$ cat src/rtl/path_cmd_sequencer.sv
// Buffers a planned list of turn commands and hands one to the motor controller per node reached.
// Optional node watchdog enabled by defining NODE_TIMEOUT_EN.
module path_cmd_sequencer #(
  parameter int DEPTH          = 37,
  parameter int IDX_W          = 6,
  parameter int TIMEOUT_CYCLES = 50000000
) (
  input  logic             clk_50,
  input  logic             reset,
  input  logic             plan_start,
  input  logic [1:0]       start_heading,
  input  logic             plan_wr,
  input  logic [1:0]       plan_cmd,
  input  logic             plan_last,
  output logic             plan_ready,
  input  logic             node_detect,
  output logic [1:0]       turn_cmd,
  output logic             turn_valid,
  input  logic             turn_ack,
  input  logic             abort,
  output logic             busy,
  output logic             done,
  output logic [1:0]       heading,
  output logic [IDX_W-1:0] cmd_index,
  output logic             error
);

  typedef enum logic [1:0] {IDLE, LOAD, WAIT_NODE, ISSUE} state_t;

  localparam int AW = (DEPTH > 1) ? $clog2(DEPTH) : 1;
  localparam logic [IDX_W-1:0] DEPTH_IDX = IDX_W'(DEPTH);

  state_t           state;
  logic [1:0]       buffer [DEPTH];
  logic [IDX_W-1:0] count;
  logic [IDX_W-1:0] index;
  logic             wr_ok;
  logic             buf_we;

  // Headings: 00 W, 01 E, 10 N, 11 S; commands: 00 straight, 01 left, 10 right, 11 back.
  function automatic logic [1:0] turn_heading(input logic [1:0] h, input logic [1:0] c);
    logic [1:0] r;
    r = h;
    case (c)
      2'b11: r = {h[1], ~h[0]};
      2'b01: begin
        case (h)
          2'b10:   r = 2'b00;
          2'b00:   r = 2'b11;
          2'b11:   r = 2'b01;
          default: r = 2'b10;
        endcase
      end
      2'b10: begin
        case (h)
          2'b10:   r = 2'b01;
          2'b01:   r = 2'b11;
          2'b11:   r = 2'b00;
          default: r = 2'b10;
        endcase
      end
      default: r = h;
    endcase
    return r;
  endfunction

  assign wr_ok      = (count < DEPTH_IDX);
  assign plan_ready = (state == LOAD) && wr_ok;
  assign busy       = (state != IDLE);
  assign cmd_index  = index;
  assign buf_we     = (state == LOAD) && !abort && !plan_start && plan_wr && wr_ok;

  always_ff @(posedge clk_50) begin
    if (buf_we) buffer[count[AW-1:0]] <= plan_cmd;
  end

`ifdef NODE_TIMEOUT_EN
  localparam int WD_W = $clog2(TIMEOUT_CYCLES + 1);
  logic [WD_W-1:0] wd_count;
  logic            wd_expired;

  // Counts cycles spent in WAIT_NODE; any other state parks it at zero so each entry starts fresh.
  always_ff @(posedge clk_50 or posedge reset) begin
    if (reset) wd_count <= '0;
    else if (state == WAIT_NODE) wd_count <= wd_count + WD_W'(1);
    else wd_count <= '0;
  end

  assign wd_expired = (wd_count == WD_W'(TIMEOUT_CYCLES - 1));
`else
  localparam int unused_timeout = TIMEOUT_CYCLES;
`endif

  always_ff @(posedge clk_50 or posedge reset) begin
    if (reset) begin
      state      <= IDLE;
      count      <= '0;
      index      <= '0;
      error      <= 1'b0;
      heading    <= 2'b00;
      turn_cmd   <= 2'b00;
      turn_valid <= 1'b0;
      done       <= 1'b0;
    end else begin
      done <= 1'b0;
      if (abort) begin
        state      <= IDLE;
        turn_valid <= 1'b0;
        count      <= '0;
        index      <= '0;
      end else begin
        case (state)
          IDLE: begin
            if (plan_start) begin
              state   <= LOAD;
              count   <= '0;
              index   <= '0;
              error   <= 1'b0;
              heading <= start_heading;
            end
          end
          LOAD: begin
            if (plan_start) begin
              count   <= '0;
              index   <= '0;
              error   <= 1'b0;
              heading <= start_heading;
            end else if (plan_wr) begin
              if (wr_ok) count <= count + IDX_W'(1);
              else error <= 1'b1;
              // An overflowed plan is discarded rather than partially executed.
              if (plan_last) state <= (error || !wr_ok) ? IDLE : WAIT_NODE;
            end
          end
          WAIT_NODE: begin
            if (node_detect) begin
              state      <= ISSUE;
              turn_cmd   <= buffer[index[AW-1:0]];
              turn_valid <= 1'b1;
            end
`ifdef NODE_TIMEOUT_EN
            else if (wd_expired) begin
              state <= IDLE;
              error <= 1'b1;
              count <= '0;
              index <= '0;
            end
`endif
          end
          ISSUE: begin
            if (turn_ack) begin
              turn_valid <= 1'b0;
              heading    <= turn_heading(heading, turn_cmd);
              index      <= index + IDX_W'(1);
              if (index + IDX_W'(1) == count) begin
                done  <= 1'b1;
                state <= IDLE;
              end else begin
                state <= WAIT_NODE;
              end
            end
          end
          default: state <= IDLE;
        endcase
      end
    end
  end

endmodule
$ cat config.mk
export PLATFORM = sky130hd
export DESIGN_NAME = path_cmd_sequencer
export DESIGN_NICKNAME = d
export VERILOG_FILES = /design/src/rtl/path_cmd_sequencer.sv
export SDC_FILE = /design/constraint.sdc
export NUM_CORES = 1
export LEC_CHECK = 0
export CORE_UTILIZATION = 41
export DETAILED_ROUTE_END_ITERATION = 6
export MAX_ROUTING_LAYER = met4
export PLACE_DENSITY_LB_ADDON = 0.1
export RECOVER_POWER = 100
export SYNTH_ARGS = -nofsm -noshare
export SYNTH_HDL_FRONTEND = slang
export SYNTH_SLANG_ARGS = --single-unit
export TNS_END_PERCENT = 100
$ cat constraint.sdc
create_clock -name clk_50 -period 2.45 [get_ports clk_50]
set_input_delay 0.49 -clock clk_50 [delete_from_list [all_inputs] [get_ports clk_50]]
set_output_delay 0.49 -clock clk_50 [all_outputs]
set_load 0.005 [all_outputs]
* Yosys cells after proc, flatten, opt, wreduce, memory -nomap -nowiden
Memory sizes are Yosys's and may differ from the RTL's. A register that Yosys moved wholly into a read port is not among the register bits.
Index checks and enable logic that the tools add are counted.
** Storage, ports and cells
- Flip-flop bits (word level) :: 19
- Memory bits (writable) :: 74
- Input bits :: 12
- Output and inout bits :: 15
- Word-level logic and storage cells :: 107
- Memories kept :: 1
** Memory list
- buffer :: depth 37, bits a word 2, read ports 1, clocked after Yosys merged registers in 1, wr ports 1, RTL line 34 : logic [1:0] buffer [DEPTH];
** Operators by class
- Add/sub/neg operators :: 2
- Order comparisons :: 1
- Equality and inequality tests :: 27
- Multiplexer cells :: 40
- Bitwise gates (word level) :: 2
- Reduce and logical (&&, ||, !) cells :: 26
** Operator list (number)
- $mux 6 :: 7
- $ne 3x3->1 const B :: 8
- $pmux 6 s2 :: 2
- $mux 2 :: 11
- $pmux 2 s3 :: 3
- $mux 1 :: 13
- $add 6x1->6 const B :: 2
- $eq 2x2->1 const B :: 6
- $reduce_and 6->1 :: 2
- $reduce_and 5->1 :: 2
- $reduce_and 3->1 :: 3
- $reduce_bool 3->1 :: 3
- $ne 4x4->1 const B :: 2
- $pmux 2 s4 :: 1
- $eq 2x1->1 const B :: 3
- $eq 6x6->1 :: 1
- $lt 6x6->1 const B :: 1
- $ne 2x2->1 const B :: 3
- $ne 3x1->1 const B :: 2
- $reduce_bool 2->1 :: 3
- $logic_and 1x1->1 :: 5
- $logic_not 2->1 :: 2
- $ne 4x1->1 const B :: 1
- $pmux 1 s2 :: 2
- other kinds (7) :: 10

* Logic depth before layout (Yosys ltp)
Gate-level depths: netlist of run 1.
- Depth after elaboration :: 9
- Mapped depth :: 9
- Depth with buffers taken out :: 7

* Worst setup path after synthesis of run 1
No wires, ideal clock.
- Path type :: register -> register
- From :: reg count[0]
- To :: mem buffer[36][0], enable pin
- Setup time :: 309 ps
- Arrival :: 2104 ps
- Data required time :: 2141 ps
- Setup slack :: 37 ps
- Cell stages (with the launch flop) :: 9
- Path buffers :: 1
- Clock period less this slack :: 2413 ps
- Cell sequence :: dfrtp_1 -> clkbuf_1 -> inv_1 -> ha_1 -> and2b_1 -> o31ai_4 -> nand3_4 -> or4b_4 -> nor2_1
** On the way
- Word-level cells in the longest chain between the ends :: 4
** Ends and longest elaborated chain
- from (decl) :: RTL line 35 : logic [IDX_W-1:0] count;
- from (signal assigned) :: RTL line 129 : if (wr_ok) count <= count + IDX_W'(1);
- $lt 6x6->1 :: RTL line 67 : assign wr_ok = (count < DEPTH_IDX);
- $logic_and 1x1->1 :: RTL line 71 : assign buf_we = (state == LOAD) && !abort && !plan_start && plan_wr && wr_ok;
- $mux 1 :: RTL line 74 : if (buf_we) buffer[count[AW-1:0]] <= plan_cmd;
- $mux 1 (implied by the code) :: RTL line 74
- to (decl) :: RTL line 34
Several ways; a longest one is shown, not always the timed one.

* Final worst setup path of run 1
- From :: reg count[0]
- To :: mem buffer[32][0], enable pin
Same word-level chain as after synthesis.

==> run_results.csv, run 1 <==
group,metric,value,unit
outcome,outcome,"finished, final reports clean",
hold_path,min_from,"error$_DFFE_PP0P_",
detailed_routing,ant_nets,0,
worst_setup_path,cp_slowest_stage_delay,0.59,ns
yosys,ys_warn_count,0,
floorplan,io_pins,27,
sta,rsz0062_at_grt,"yes",
clock_network,cts_tree,"done",
power,ir_drop,0.4021,mV
global_routing,grt_usage,0.2119,
yosys,synthCells,390,
worst_setup_path,cpLargestDelayFamily,"simple AND/OR/NAND/NOR gates",
yosys,ys.flop_type,"edfxtp_1",
clock_network,cts_buffers,9,
yosys,syn-cell-area,0.004696,mm2
global_routing,grt_max_degree,38,
clock_network,clockBufferDepth,2,
worst_setup_path,r2r_end,"buffer[32][0]$_DFFE_PP_",
clock_network,htreeDepth,3,
placement,dp_hpwl,7619,um
power,power.leakage,0.001920,uW
detailed_routing,vias_per_cell,5.536,
detailed_routing,detail_route.iter0.violations,204,
yosys,yosys-top-cells-area,"edfxtp_1, dfrtp_1, mux2i_1",
clock_network,postCtsHoldBufs,0,
sta,hold_viol,0,
layout,diodes,0,
global_routing,grt_pass1_vias,3282,
yosys,synth_edf_count,74,
layout,finalNonFillerCells,577,
placement,place_congestion,0.7778,
hold_path,holdPathStages,1,
layout,areaGrowthSynthToFinish,18.41,%
worst_setup_path,crit_fanout,7,
floorplan,core_area,0.01098,mm2
sta,fmax,0.4212,GHz
detailed_routing,route.detailed.drc,0,
worst_setup_path,crit_path_top_delay_cell,"or4b_4",
yosys,synthArstFlopShare,0.2211,
worst_setup_path,worstPathRequired,2.48,ns
global_routing,grt_overflow,0,
floorplan,fp.dieH,109.0,um
worst_setup_path,critPathArrivalTime,2.40,ns
layout,nets,454,
yosys,synth_most_common_cell,"edfxtp_1",
sta,period_needed,2.374,ns
detailed_routing,drt_wl_total,10880,um
worst_setup_path,path_class,"flop to flop",
global_routing,grt_pass1_wl,17840,um
detailed_routing,firstDrtPassIters,4,
sta,setup_viol,0,
layout,drive_above_1_share,0.1648,
hold_path,hold_class,"flop to flop",
sta,finalCritPeriodShare,0.9691,
sta,fin_skew,0.009985,ns
floorplan,dieWidth,109.0,um
worst_setup_path,setup.worst_path.start_class,"flop",
floorplan,start_util,0.4275,
worst_setup_path,path_buf_inv,2,
placement,place_worst_setup_slack,-0.04296,ns
worst_setup_path,path_cells,"inv_2 > ha_1 > and2b_1 > o31ai_4 > buf_4 > nand3_4 > or4b_4 > nor2_1",
clock_network,cts_sinks,95,
clock_network,cts_root_buffer,"clkbuf_16",
yosys,syn_avg_cell_area,12.04,um2
yosys,yosysTopAreaCell,"edfxtp_1",
detailed_routing,via_count,3194,
sta,tightest_slew,1.243,ns
yosys,ys_ff_latch,95,
clock_network,clkSlewWorstSetupHoldPaths,0.06,ns
flow_run,cap_violations,0,
sta,slew_violations,0,
floorplan,rows,38,
yosys,ys_seq_area_frac,0.5851,
sta,post-route-worst-setup-slack,0.07565,ns
yosys,synth_common_cells,"edfxtp_1, nor2_1, mux2i_1",
placement,dp_cells,559,
worst_setup_path,reg2reg_from,"count[0]$_DFFE_PP0P_",
power,power.density,636.8,mW/mm2
clock_network,insertion_delay,0.34,ns
detailed_routing,wl_per_cell,18.85,um
global_routing,antenna_found_initial,0,
worst_setup_path,r2r_cells,8,
worst_setup_path,crit_path_end_kind,"flop",
yosys,ys_types,51,
yosys,synth_nets,412,
sta,slew_headroom,0.1713,
yosys,synth_top_area_share,0.4732,
placement,portBuffers,26,
worst_setup_path,reg2reg_slack,0.08,ns
hold_path,hold_end,"error$_DFFE_PP0P_",
floorplan,dieArea,0.01189,mm2
layout,utilization,0.5063,
-- worst reg2reg max path: stages, from the launching register on --
cell and delay (ns):
dfrtp_1 0.38, inv_2 0.07, ha_1 0.13, and2b_1 0.20, o31ai_4 0.24, buf_4 0.15
nand3_4 0.11, or4b_4 0.59, nor2_1 0.19
-- routing by layer --
layer  GRT usage  wire length [um]  vias up
li1            -                 -     1533
met1      0.3023              5092     1579
met2      0.3167              5114       76
met3     0.03228               604        6
met4     0.05309                65        0
met5           -                 0        -
-- cell families after synthesis --
family,synth area share
buf+inv,0.03357
fa+ha+maj,0.02665
simple gates,0.1569
flops,0.5851
xor+xnor,0.01119
mux,0.08900
compound gates,0.09753
-- area by class of cell --
| type | count | area (um2) |
|---|---|---|
| clock buffer | 10 | 229.0 |
| clock inverter | 6 | 108.9 |
| fill | 982 | 5423 |
| inverter | 8 | 30.03 |
| multi-input combinational | 262 | 1810 |
| sequential | 95 | 2749 |
| tap | 140 | 175.2 |
| timing repair buffer | 56 | 457.9 |
-- sequential cells by signal, summed over array words and instances (netlist names) --
register / flops
buffer: 74
cmd_index: 6
count: 6
heading: 2
state: 2
turn_cmd: 2
done: 1
error: 1
turn_valid: 1
-- repair_timing --
item	CTS	global route
setup buffers	2	0
setup endpoints to repair	1	47
resized for setup	3	8
pin swaps	1	0
-- where the power goes --
part           switching, uW  internal (uW)  total, uW
combinational            105           84.7        189
clock                    588            996       1580
sequential              15.6           1750       1770
-- per-stage QoR --
step / area, um2 / setup TNS [ns] / hold WS, ns / total power (uW)
detailed placement: 5215 / -0.6208 / 0.5186 / 2004
floorplan: 4696 / 0 / 0.4665 / 1893
finish: 5560 / 0 / 0.5144 / 3541
global placement: 5215 / 0 / 0.5149 / 2002
global route: 5560 / -0.3877 / 0.5733 / 3657
CTS: 5567 / 0 / 0.4947 / 3579
-- worst max path at each step --
stage                               startpoint                      end  slack [ns]  cells past startpoint
final                     count[0]$_DFFE_PP0P_  buffer[32][0]$_DFFE_PP_        0.08                      8
after global routing      count[0]$_DFFE_PP0P_  buffer[33][0]$_DFFE_PP_       -0.03                      8
after CTS                 count[0]$_DFFE_PP0P_  buffer[32][0]$_DFFE_PP_        0.09                      8
after detailed placement            plan_start   buffer[6][0]$_DFFE_PP_       -0.04                      6
after global placement              plan_start  buffer[36][0]$_DFFE_PP_       0.006                      5
after floorplan           count[0]$_DFFE_PP0P_  buffer[36][0]$_DFFE_PP_        0.04                      8
-- layout by cell type, fill, tap and decap left out, types with 4 or more instances in the layout --
cell type        Yosys  final
a21o_1               4      4
a21oi_1             14     14
and2_1               4      4
buf_4                6     22
clkbuf_1            10      6
clkbuf_16            0      9
clkdlybuf4s50_1      0      9
dfrtp_1             21     20
dlygate4sd3_1        0     16
edfxtp_1            74     74
ha_1                10     10
inv_1                8      6
mux2_2               6      6
mux2i_1             26     26
mux4_2               4      4
nand2_1             22     22
nand2b_1            11     11
nand3_1              9      9
nor2_1              47     41
nor2_2               1      7
nor2b_1              4      4
nor3_1              11     11
nor4_1               8      8
o211ai_1             5      5
o21ai_0             14     14
o22ai_1              6      6
o31ai_1              5      5
or2_2                4      4
or3_1                7      6
(Power assumes the default switching activity.)
==> run 2, diff against run 1 <==
CORE_UTILIZATION = 54   (was 41)
PLACE_DENSITY_LB_ADDON = 0.08   (was 0.1)
==> run 2 against run 1 <==
The flow now finishes with violations (capacitance limit, slew limit). Largest power group unchanged. Critical endpoint is now cmd_index[1]. Sequential share of layout area is 2.0 points higher. Utilization is 14 points higher. Combinational power barely moved. Register-to-register slack gained 0.03 ns. Setup slack improved by 0.022 ns. Clock-buffer cell count decreased by 1.
==> run_results.csv, run 2 (synthesis results as in run 1) <==
group,metric,value,unit
outcome,outcome,"complete, but fails checks",
sta,fin_skew,0.01265,ns
worst_setup_path,crit_fanout,21,
worst_setup_path,path_class,"flop to primary output",
placement,place_congestion,0.8205,
placement,dpl_cell_area,0.005169,mm2
detailed_routing,ant_nets,0,
power,seq_power_share,0.595,
sta,slew_violations,38,
worst_setup_path,cp_slowest_stage_delay,0.62,ns
power,intPower,2234,uW
power,ir_drop,0.5286,mV
sta,tightest_slew,1.606,ns
floorplan,dieArea,0.009073,mm2
sta,rsz0062_at_grt,"no",
layout,most-common-layout-cells,"edfxtp_1, nor2_1, mux2i_1",
hold_path,hold_class,"input pin to asynchronous set/reset pin",
placement,portBuffers,26,
detailed_routing,detail_route.iter0.violations,280,
clock_network,clockBufferDepth,2,
global_routing,antenna_found_initial,0,
detailed_routing,vias_per_cell,5.928,
sta,period_needed,2.352,ns
worst_setup_path,path_buf_inv,2,
sta,finalCritPeriodShare,0.9600,
clock_network,cts_root_buffer,"clkbuf_8",
detailed_routing,wl_per_cell,18.78,um
floorplan,dieWidth,95.25,um
floorplan,start_util,0.5658,
detailed_routing,route.detailed.drc,0,
floorplan,fp.dieH,95.25,um
clock_network,cts_tree,"done",
global_routing,grt_usage,0.2597,
clock_network,cts_sinks,95,
power,p_switching,736.5,uW
floorplan,rows,33,
worst_setup_path,critPathArrivalTime,1.86,ns
layout,largest_reg_flops,74,
clock_network,postCtsHoldBufs,0,
sta,setup_viol,0,
global_routing,grt_max_degree,38,
sta,post-route-worst-setup-slack,0.09795,ns
clock_network,htreeDepth,3,
placement,place_worst_setup_slack,0.001782,ns
sta,fmax,0.4252,GHz
layout,areaGrowthSynthToFinish,13.88,%
clock_network,clkSlewWorstSetupHoldPaths,0.10,ns
layout,final_common_cell,"edfxtp_1",
detailed_routing,firstDrtPassIters,4,
sta,hold_viol,0,
sta,slew_headroom,-0.07043,
layout,multi_input_area,0.001793,mm2
layout,diodes,0,
sta,whs,0.5106,ns
outcome,violations,"capacitance limit, slew limit",
worst_setup_path,crit_path_top_delay_cell,"clkdlybuf4s50_1",
detailed_routing,drt_wl_total,10140,um
clock_network,cts_buffers,9,
sta,tns,0,ns
worst_setup_path,crit_path_end_kind,"primary output",
layout,nets,452,
worst_setup_path,path_cells,"clkbuf_2 > clkdlybuf4s50_1",
layout,layout.area.seq,0.002749,mm2
detailed_routing,via_count,3201,
layout,final_cell_area,0.005348,mm2
power,power.density,555.6,mW/mm2
power,switching_share,0.2479,
flow_run,cap_violations,1,
global_routing,grt_pass1_wl,16460,um
worst_setup_path,worstPathRequired,1.96,ns
power,power.leakage,0.001843,uW
layout,n_fill_cell,673,
global_routing,grt_pass1_vias,3122,
global_routing,grt_overflow,0,
power,pwr-share-clk,0.342,
worst_setup_path,setup.worst_path.start_class,"flop",
power,finalPower,2971,uW
floorplan,core_area,0.008299,mm2
clock_network,insertion_delay,0.37,ns
worst_setup_path,cpLargestDelayFamily,"buffers and inverters",
layout,drive_above_1_share,0.1448,
power,share_comb_of_total_power,0.063,
floorplan,io_pins,27,
placement,dp_hpwl,7249,um
==> run 2: power groups by stage <==
stage	Clock, uW	Combinational, uW	Sequential [uW]
2_1_floorplan	0	94.3	1800
3_3_place_gp	0	194	1800
3_5_place_dp	0	195	1800
4_1_cts	1030	196	1770
5_1_grt	1090	210	1770
6_report	1020	187	1770
==> run 2: worst paths after layout <==
kind / slack [ns] / cells past startpoint / from / to
min in group clk_50: 0.52 / 1 / error$_DFFE_PP0P_ / error$_DFFE_PP0P_
max in group asynchronous: 0.93 / 3 / reset / error$_DFFE_PP0P_
worst min-delay path: 0.51 / 2 / reset / heading[1]$_DFFE_PP0P_
worst min register to register: 0.52 / 1 / error$_DFFE_PP0P_ / error$_DFFE_PP0P_
worst max-delay path: 0.1 / 2 / cmd_index[1]$_DFFE_PP0P_ / cmd_index[1]
worst max register to register: 0.11 / 9 / count[0]$_DFFE_PP0P_ / buffer[6][1]$_DFFE_PP_
==> run 2: cell type report <==
class,instances,area share
inverters,8,0.005615
flip-flops and latches,95,0.5140
well taps,105,0.02457
clock buffers,9,0.02316
repair buffers,54,0.08470
multi-input cells,262,0.3353
clock inverters,7,0.01263
==> run 2: layer usage <==
metal	up-vias	GRT usage	wire length [um]	share of wire
met1	1585	0.3630	4705	0.46
met5	-	-	0	0
li1	1535	-	-	-
met3	12	0.03349	428	0.042
met4	0	0.07576	112	0.011
met2	69	0.4000	4897	0.48
==> run 2: timing repair <==
action,4_1_cts,5_1_grt
endpoints found under the hold margin,0,0
setup buffers,2,0
pin swaps,2,0
resized for setup,3,1
gates cloned,0,0
endpoints found under the setup margin,1,2
==> run 2: through the flow <==
stage                     instances  utilization
final                           540       0.6444
after global routing            540       0.6444
after CTS                       540       0.6475
after detailed placement        522       0.6228
after global placement          522       0.6228
after floorplan                 390            -
==> run 3, diff against run 2 <==
CTS_CLUSTER_SIZE = 24   (was default)
==> results of run 3 <==
The final DEF is identical to that of run 2; final timing and power are the same.
